### src/rtl/wb_lms_seq_if.sv
// Wishbone slave bus bundle for the LMS filter peripheral.
// Signal names follow the classic *_i/*_o slave-side port naming.
interface wb_lms_seq_if #(
    parameter int DW = 16
);
    logic          wb_cyc_i;
    logic          wb_stb_i;
    logic          wb_we_i;
    logic [31:0]   wb_adr_i;
    logic [DW-1:0] wb_dat_i;
    logic [DW-1:0] wb_dat_o;
    logic          wb_ack_o;

    modport slave (
        input  wb_cyc_i, wb_stb_i, wb_we_i, wb_adr_i, wb_dat_i,
        output wb_dat_o, wb_ack_o
    );

    modport master (
        output wb_cyc_i, wb_stb_i, wb_we_i, wb_adr_i, wb_dat_i,
        input  wb_dat_o, wb_ack_o
    );
endinterface

### src/rtl/wb_lms_seq.sv
// Wishbone-slave adaptive LMS FIR filter with a sequential one-tap-per-cycle MAC.
// Each X write runs one filter pass and, when training, one coefficient update.
module wb_lms_seq #(
    parameter int DW       = 16,
    parameter int TAPS     = 4,
    parameter int MU_SHIFT = 4
) (
    input  logic          Clk,
    input  logic          Rst,
    wb_lms_seq_if.slave   bus,
    output logic          irq_o
);
    localparam int KW = (TAPS > 1) ? $clog2(TAPS) : 1;
    localparam int AW = 2*DW + KW;
    localparam int SH = DW - 1 + MU_SHIFT;
    localparam logic [DW-1:0] MAXV = {1'b0, {(DW-1){1'b1}}};
    localparam logic [DW-1:0] MINV = {1'b1, {(DW-1){1'b0}}};

    typedef enum logic [1:0] {S_IDLE, S_FILTER, S_ERR, S_UPDATE} state_t;
    state_t r_state;

    logic signed [DW-1:0] r_x [TAPS];
    logic signed [DW-1:0] r_w [TAPS];
    logic signed [DW-1:0] r_d, r_y, r_err;
    logic [DW-1:0]        r_count, r_dat;
    logic signed [AW-1:0] r_acc;
    logic [KW-1:0]        r_k;
    logic r_train, r_irq_en, r_pass_train, r_done, r_overrun, r_sat, r_ack, r_irq;

    logic                   w_req, w_busy, w_last, w_wsel;
    logic [7:0]             w_idx;
    logic [5:0]             w_woff;
    logic [KW-1:0]          w_wi;
    logic signed [2*DW-1:0] w_fa, w_fb, w_fprod;
    logic signed [AW-1:0]   w_acc_sh;
    logic                   w_y_sat, w_e_sat, w_w_sat;
    logic signed [DW-1:0]   w_y, w_e, w_wnew;
    logic [DW:0]            w_e_wide;
    logic signed [2*DW-1:0] w_ua, w_ub, w_uprod, w_ush;
    logic [2*DW:0]          w_usum;
    logic [DW-1:0]          w_rdata;
    logic                   w_unused_adr;

    assign w_req  = bus.wb_cyc_i & bus.wb_stb_i & ~r_ack;
    assign w_busy = (r_state != S_IDLE);
    assign w_last = (r_k == KW'(TAPS-1));
    assign w_idx  = bus.wb_adr_i[9:2];
    assign w_woff = w_idx[5:0];
    assign w_wi   = w_woff[KW-1:0];
    assign w_wsel = (w_idx[7:6] == 2'b01) && (32'(w_woff) < 32'(TAPS));
    assign w_unused_adr = ^{bus.wb_adr_i[31:10], bus.wb_adr_i[1:0]};

    // Filter MAC: products sign-extended so the full-width multiply is exact
    assign w_fa     = {{DW{r_w[r_k][DW-1]}}, r_w[r_k]};
    assign w_fb     = {{DW{r_x[r_k][DW-1]}}, r_x[r_k]};
    assign w_fprod  = w_fa * w_fb;

    assign w_acc_sh = r_acc >>> (DW-1);
    assign w_y_sat  = !((&w_acc_sh[AW-1:DW-1]) || !(|w_acc_sh[AW-1:DW-1]));
    assign w_y      = w_y_sat ? (w_acc_sh[AW-1] ? MINV : MAXV) : w_acc_sh[DW-1:0];

    assign w_e_wide = {r_d[DW-1], r_d} - {w_y[DW-1], w_y};
    assign w_e_sat  = w_e_wide[DW] ^ w_e_wide[DW-1];
    assign w_e      = w_e_sat ? (w_e_wide[DW] ? MINV : MAXV) : w_e_wide[DW-1:0];

    // Coefficient update uses the ERR value registered on the ERR-state edge
    assign w_ua     = {{DW{r_err[DW-1]}}, r_err};
    assign w_ub     = {{DW{r_x[r_k][DW-1]}}, r_x[r_k]};
    assign w_uprod  = w_ua * w_ub;
    assign w_ush    = w_uprod >>> SH;
    assign w_usum   = {{(DW+1){r_w[r_k][DW-1]}}, r_w[r_k]} + {w_ush[2*DW-1], w_ush};
    assign w_w_sat  = !((&w_usum[2*DW:DW-1]) || !(|w_usum[2*DW:DW-1]));
    assign w_wnew   = w_w_sat ? (w_usum[2*DW] ? MINV : MAXV) : w_usum[DW-1:0];

    always_comb begin
        w_rdata = '0;
        case (w_idx)
            8'h01:   w_rdata = r_d;
            8'h02:   w_rdata = {{(DW-2){1'b0}}, r_irq_en, r_train};
            8'h03:   w_rdata = {{(DW-4){1'b0}}, r_sat, r_overrun, r_done, w_busy};
            8'h04:   w_rdata = r_y;
            8'h05:   w_rdata = r_err;
            8'h06:   w_rdata = r_count;
            default: if (w_wsel) w_rdata = r_w[w_wi];
        endcase
    end

    always_ff @(posedge Clk) begin
        if (Rst) begin
            r_state      <= S_IDLE;
            for (int unsigned i = 0; i < TAPS; i++) begin
                r_x[i] <= '0;
                r_w[i] <= '0;
            end
            r_d          <= '0;
            r_y          <= '0;
            r_err        <= '0;
            r_count      <= '0;
            r_dat        <= '0;
            r_acc        <= '0;
            r_k          <= '0;
            r_train      <= 1'b0;
            r_irq_en     <= 1'b0;
            r_pass_train <= 1'b0;
            r_done       <= 1'b0;
            r_overrun    <= 1'b0;
            r_sat        <= 1'b0;
            r_ack        <= 1'b0;
            r_irq        <= 1'b0;
        end else begin
            r_ack <= w_req;
            r_irq <= r_done & r_irq_en;

            if (w_req) begin
                if (bus.wb_we_i) begin
                    r_dat <= '0;
                    case (w_idx)
                        8'h00: begin
                            if (!w_busy) begin
                                r_x[0] <= bus.wb_dat_i;
                                for (int unsigned i = 1; i < TAPS; i++) r_x[i] <= r_x[i-1];
                                r_pass_train <= r_train;
                                r_acc        <= '0;
                                r_k          <= '0;
                                r_state      <= S_FILTER;
                            end else begin
                                r_overrun <= 1'b1;
                            end
                        end
                        8'h01: r_d <= bus.wb_dat_i;
                        8'h02: begin
                            r_train  <= bus.wb_dat_i[0];
                            r_irq_en <= bus.wb_dat_i[1];
                            if (bus.wb_dat_i[2] && !w_busy)
                                for (int unsigned i = 0; i < TAPS; i++) r_w[i] <= '0;
                        end
                        8'h03: begin
                            if (bus.wb_dat_i[1]) r_done    <= 1'b0;
                            if (bus.wb_dat_i[2]) r_overrun <= 1'b0;
                            if (bus.wb_dat_i[3]) r_sat     <= 1'b0;
                        end
                        default: if (w_wsel && !w_busy) r_w[w_wi] <= bus.wb_dat_i;
                    endcase
                end else begin
                    r_dat <= w_rdata;
                end
            end

            // Placed after the bus decode so a pass-end done set overrides a same-cycle W1C
            case (r_state)
                S_FILTER: begin
                    r_acc <= r_acc + {{(AW-2*DW){w_fprod[2*DW-1]}}, w_fprod};
                    r_k   <= w_last ? '0 : r_k + KW'(1);
                    if (w_last) r_state <= S_ERR;
                end
                S_ERR: begin
                    r_y   <= w_y;
                    r_err <= w_e;
                    if (w_y_sat || w_e_sat) r_sat <= 1'b1;
                    r_k   <= '0;
                    if (r_pass_train) begin
                        r_state <= S_UPDATE;
                    end else begin
                        r_state <= S_IDLE;
                        r_done  <= 1'b1;
                        r_count <= r_count + DW'(1);
                    end
                end
                S_UPDATE: begin
                    r_w[r_k] <= w_wnew;
                    if (w_w_sat) r_sat <= 1'b1;
                    r_k <= w_last ? '0 : r_k + KW'(1);
                    if (w_last) begin
                        r_state <= S_IDLE;
                        r_done  <= 1'b1;
                        r_count <= r_count + DW'(1);
                    end
                end
                default: ;
            endcase
        end
    end

    assign bus.wb_ack_o = r_ack;
    assign bus.wb_dat_o = r_dat;
    assign irq_o        = r_irq;
endmodule
### src/flat_wrapper.sv
// flat-port wrapper written by rule: the top's interface ports become plain ports
module wb_lms_seq_flat 
#(
    parameter int DW       = 16,
    parameter int TAPS     = 4,
    parameter int MU_SHIFT = 4
)
  (Clk, Rst, irq_o, bus_wb_cyc_i, bus_wb_stb_i, bus_wb_we_i, bus_wb_adr_i, bus_wb_dat_i, bus_wb_dat_o, bus_wb_ack_o);
  wb_lms_seq_if #(.DW(DW)) bus_i ();
  input  logic Clk;
  input  logic Rst;
  output logic irq_o;
  input wire logic [$bits(bus_i.wb_cyc_i)-1:0] bus_wb_cyc_i;
  input wire logic [$bits(bus_i.wb_stb_i)-1:0] bus_wb_stb_i;
  input wire logic [$bits(bus_i.wb_we_i)-1:0] bus_wb_we_i;
  input wire logic [$bits(bus_i.wb_adr_i)-1:0] bus_wb_adr_i;
  input wire logic [$bits(bus_i.wb_dat_i)-1:0] bus_wb_dat_i;
  output wire logic [$bits(bus_i.wb_dat_o)-1:0] bus_wb_dat_o;
  output wire logic [$bits(bus_i.wb_ack_o)-1:0] bus_wb_ack_o;
  assign bus_i.wb_cyc_i = bus_wb_cyc_i;
  assign bus_i.wb_stb_i = bus_wb_stb_i;
  assign bus_i.wb_we_i = bus_wb_we_i;
  assign bus_i.wb_adr_i = bus_wb_adr_i;
  assign bus_i.wb_dat_i = bus_wb_dat_i;
  assign bus_wb_dat_o = bus_i.wb_dat_o;
  assign bus_wb_ack_o = bus_i.wb_ack_o;
  wb_lms_seq #(.DW(DW), .TAPS(TAPS), .MU_SHIFT(MU_SHIFT)) u_core (.Clk(Clk), .Rst(Rst), .bus(bus_i), .irq_o(irq_o));
endmodule
### config.mk
export PLATFORM = sky130hd
export DESIGN_NAME = wb_lms_seq_flat
export DESIGN_NICKNAME = d
export VERILOG_FILES = /design/src/rtl/wb_lms_seq_if.sv /design/src/rtl/wb_lms_seq.sv /design/src/flat_wrapper.sv
export SDC_FILE = /design/constraint.sdc
export NUM_CORES = 2
export LEC_CHECK = 0
export ABC_AREA = 1
export CORE_ASPECT_RATIO = 1.1
export CORE_MARGIN = 5
export CORE_UTILIZATION = 40
export DETAILED_ROUTE_END_ITERATION = 8
export GPL_TIMING_DRIVEN = 0
export PLACE_DENSITY = 0.61
export SYNTH_ARGS = -nofsm -noshare
export SYNTH_HDL_FRONTEND = slang
export SYNTH_SLANG_ARGS = --single-unit
### constraint.sdc
create_clock -name Clk -period 17.5 [get_ports Clk]
set_input_delay 3.5 -clock Clk [delete_from_list [all_inputs] [get_ports Clk]]
set_output_delay 3.5 -clock Clk [all_outputs]
set_load 0.005 [all_outputs]
==> qor.csv <==
stage,metric,value,unit
synthesis,"EDFF count, synth",128,
setup_path,Crit-path slowest cell,clkbuf_1,
status,status,completed,
synthesis,number of warnings issued by yosys,0,
sta,final setup fails,0,
global_routing,initial antenna violation count,2,
layout,most frequent cells in the layout,"inv_1, nand2_1, fa_1",
floorplanning,initial core utilization,40.4,%
sta,Slew HR,22.7,%
layout,register area,0.00641,mm^2
synthesis,"Top FF cell, synth",edfxtp_1,
setup_path,Worst setup EP type,flip-flop,
setup_path,CP Max Fanout,10,
setup_path,CP Data Required Time,17950,ps
clocking,CTS tree,yes,
layout,share of cells above drive strength 1,5.66,%
synthesis,syn_nets,5159,
sta,crit share post-route,67.9,%
sta,final-report hold violation count,0,
global_routing,GRT overflow,0,
setup_path,most used cell along the critical path,nand2_1,
synthesis,async set or reset register ratio after synthesis,0,%
layout,Fillers,8764,
layout,footprint of the multi-input gates,0.0245,mm^2
worst_hold_path,hold wc startpoint,u_core.bus.wb_dat_o[6],
placed_design,Port Buffers,46,
floorplanning,core footprint,0.0865,mm^2
global_routing,vias in the first global route,30100,
routing,Routed WL,118000,um
global_routing,GRT Total Usage,25.0,%
routing,DRC,0,
global_routing,first-pass GRT wire length,181000,um
worst_hold_path,Hold Path Class,flip-flop to flip-flop,
pwr,leakage,17.8,nW
floorplanning,I/O pins,71,
routing,Pre-Repair DR Iteration Count,8,
clocking,Clock transition at path regs,60,ps
routing,vias,29600,
synthesis,Yosys cell types,71,
sta,max-slew violations,0,
layout,synthesis-to-finish area growth,8.48,%
setup_path,CP Launch Type,flip-flop,
sta,RSZ-0062 raised after global routing,false,
job,max-cap violations,0,
clocking,worst-skew pair later-pin latency,610,ps
clocking,cts bufs inserted,30,
floorplanning,die height,320,um
setup_path,R2R cell count,44,
floorplanning,die footprint,0.0933,mm^2
global_routing,largest net degree at the start of global routing,65,
pwr,PwrDens,82.3,mW/mm^2
routing,Post-DRT Antenna Nets,0,
clocking,Post-CTS Resized,0,
clocking,Longest Clk Path Bufs,3,
setup_path,reg2reg setup slack,5620,ps
layout,"commonest non-fill, non-tap cell in the layout",inv_1,
setup_path,"slowest stage delay, CP",780,ps
clocking,Sink Count,256,
setup_path,CP arrival,12330,ps
floorplanning,Row Count,113,
routing,Initial DRC Count,2434,
clocking,CTS H-tree depth,1,
layout,Final Net Count,5238,
sta,setup TNS,0,ps
pwr,VDD IR max,0.0912,mV
floorplanning,die width,292,um
routing,Routed WL per cell,21.1,um
synthesis,post-synthesis cell area,0.0349,mm^2
routing,Vias/cell,5.28,
placed_design,Post-DP HPWL,97900,um
synthesis,"Seq/Total Area, Yosys",18.3,%
sta,top achievable clock speed,84.2,MHz
synthesis,"FF+latch count, synth",256,
setup_path,kind of critical path,flip-flop to flip-flop,
placed_design,gp weighted congestion,0.964,
worst_hold_path,hold path depth,2,
clocking,Root Driver,clkbuf_16,
synthesis,Syn Inst Count,4349,
sta,Tmin final,11880,ps
sta,Fin Clk Skew,32.8,ps
pwr,Total Power,3.12,mW
setup_path,R2R Path End,u_core.r_w[2][3],
sta,Worst-Margin Slew,1160,ps
clocking,Post-CTS Setup Bufs,0,
worst_hold_path,sink of the worst hold path,u_core.bus.wb_dat_o[6],
clocking,cts hold-fix bufs,0,
synthesis,Mapped Avg Cell Area,8.03,um^2
## synth_stat cells (22+ instances only)
cell,n,area share (%)
fa_1,526,30
a31oi_1,22,0.39
ha_1,231,8.3
o22ai_1,26,0.47
nand4_1,22,0.39
nand2_1,811,8.7
clkbuf_1,51,0.55
nand3_1,108,1.5
o21ai_0,171,2.5
inv_1,855,9.2
a21o_1,25,0.54
o211ai_1,24,0.52
dfxtp_1,128,7.3
buf_2,64,0.92
nor2_1,509,5.5
a22oi_1,25,0.54
edfxtp_1,128,11
xnor2_1,22,0.55
a21oi_1,302,4.3
nor3_1,28,0.40
xor2_1,37,0.93
## cell families (layout without fill, tap and decap cells)
| kind of cell | Yosys count | after routing | share of synthesized area (%) |
|---|---|---|---|
| fa+ha+maj | 757 | 757 | 38.4 |
| buf+inv | 1030 | 1133 | 11.6 |
| simple gates | 1559 | 1559 | 18.4 |
| other cells | 0 | 1 | 0 |
| compound gates | 687 | 687 | 11.6 |
| flops | 256 | 256 | 18.3 |
| xor+xnor | 60 | 60 | 1.53 |
## through the flow
| step | std cells | hold slack (ps) | util, % | area, um^2 | setup slack [ps] |
|---|---|---|---|---|---|
| floorplan | 4349 | 420 | - | 34900 | 9070 |
| global placement | 5545 | 454 | 42.6 | 36800 | 5890 |
| detailed placement | 5546 | 460 | 42.6 | 36800 | 5930 |
| CTS | 5602 | 468 | 43.8 | 37900 | 5900 |
| global route | 5602 | 492 | 43.8 | 37900 | 5110 |
| finish | 5603 | 466 | 43.8 | 37900 | 5620 |
## sequential cells by signal, indices dropped and copies added, names as in the netlist, named ones only
name	count
u_core.r_state	2
u_core.r_y	16
u_core.r_sat	1
u_core.r_acc	34
u_core.r_err	16
u_core.r_w	64
u_core.irq_o	1
u_core.r_pass_train	1
u_core.r_d	16
u_core.r_irq_en	1
u_core.r_x	64
u_core.bus.wb_dat_o	16
u_core.r_done	1
u_core.r_overrun	1
u_core.bus.wb_ack_o	1
u_core.r_count	16
u_core.r_k	2
u_core.r_train	1
## critical path, delay by kind of cell (launching register included)
kind | cells | cell delay [ps]
xor+xnor | 1 | 520
simple gates | 15 | 2230
flops | 1 | 380
compound gates | 9 | 1910
fa+ha+maj | 9 | 4230
buf+inv | 10 | 2460
## routing by layer
metal	track usage, %	vias to the layer above	routed length [um]
li1	-	13700	-
met1	32.9	14500	49100
met2	41.5	1114	54600
met3	4.07	249	8650
met4	10.3	0	6070
met5	0	-	0
## how the worst max path moves through the flow
stage	to	slack, ps	start	cells after the start
after CTS	u_core.r_w[2][3]	5900	flip-flop	44
after detailed placement	u_core.r_w[3][3]	5930	flip-flop	44
final	u_core.r_w[2][3]	5620	flip-flop	44
after global routing	u_core.r_w[2][3]	5110	flip-flop	44
after global placement	u_core.r_w[3][3]	5890	flip-flop	44
after floorplan	u_core.r_w[0][14]	9070	flip-flop	43
## power by group
group          internal, mW  switching [mW]
registers             0.639         0.00501
logic                 0.571            1.22
clock network         0.396           0.280
total                  1.61            1.51
## cell type report
class | instances | area share, %
Antenna cell | 1 | 0.00661
Tap cell | 1150 | 3.80
Sequential cell | 256 | 16.9
Inverter | 888 | 8.81
Timing Repair Buffer | 47 | 1.25
Buffer | 142 | 1.92
Multi-Input combinational cell | 3063 | 64.6
Clock buffer | 44 | 2.34
Clock inverter | 12 | 0.413
Note: power is estimated with default switching activity, not from simulation.
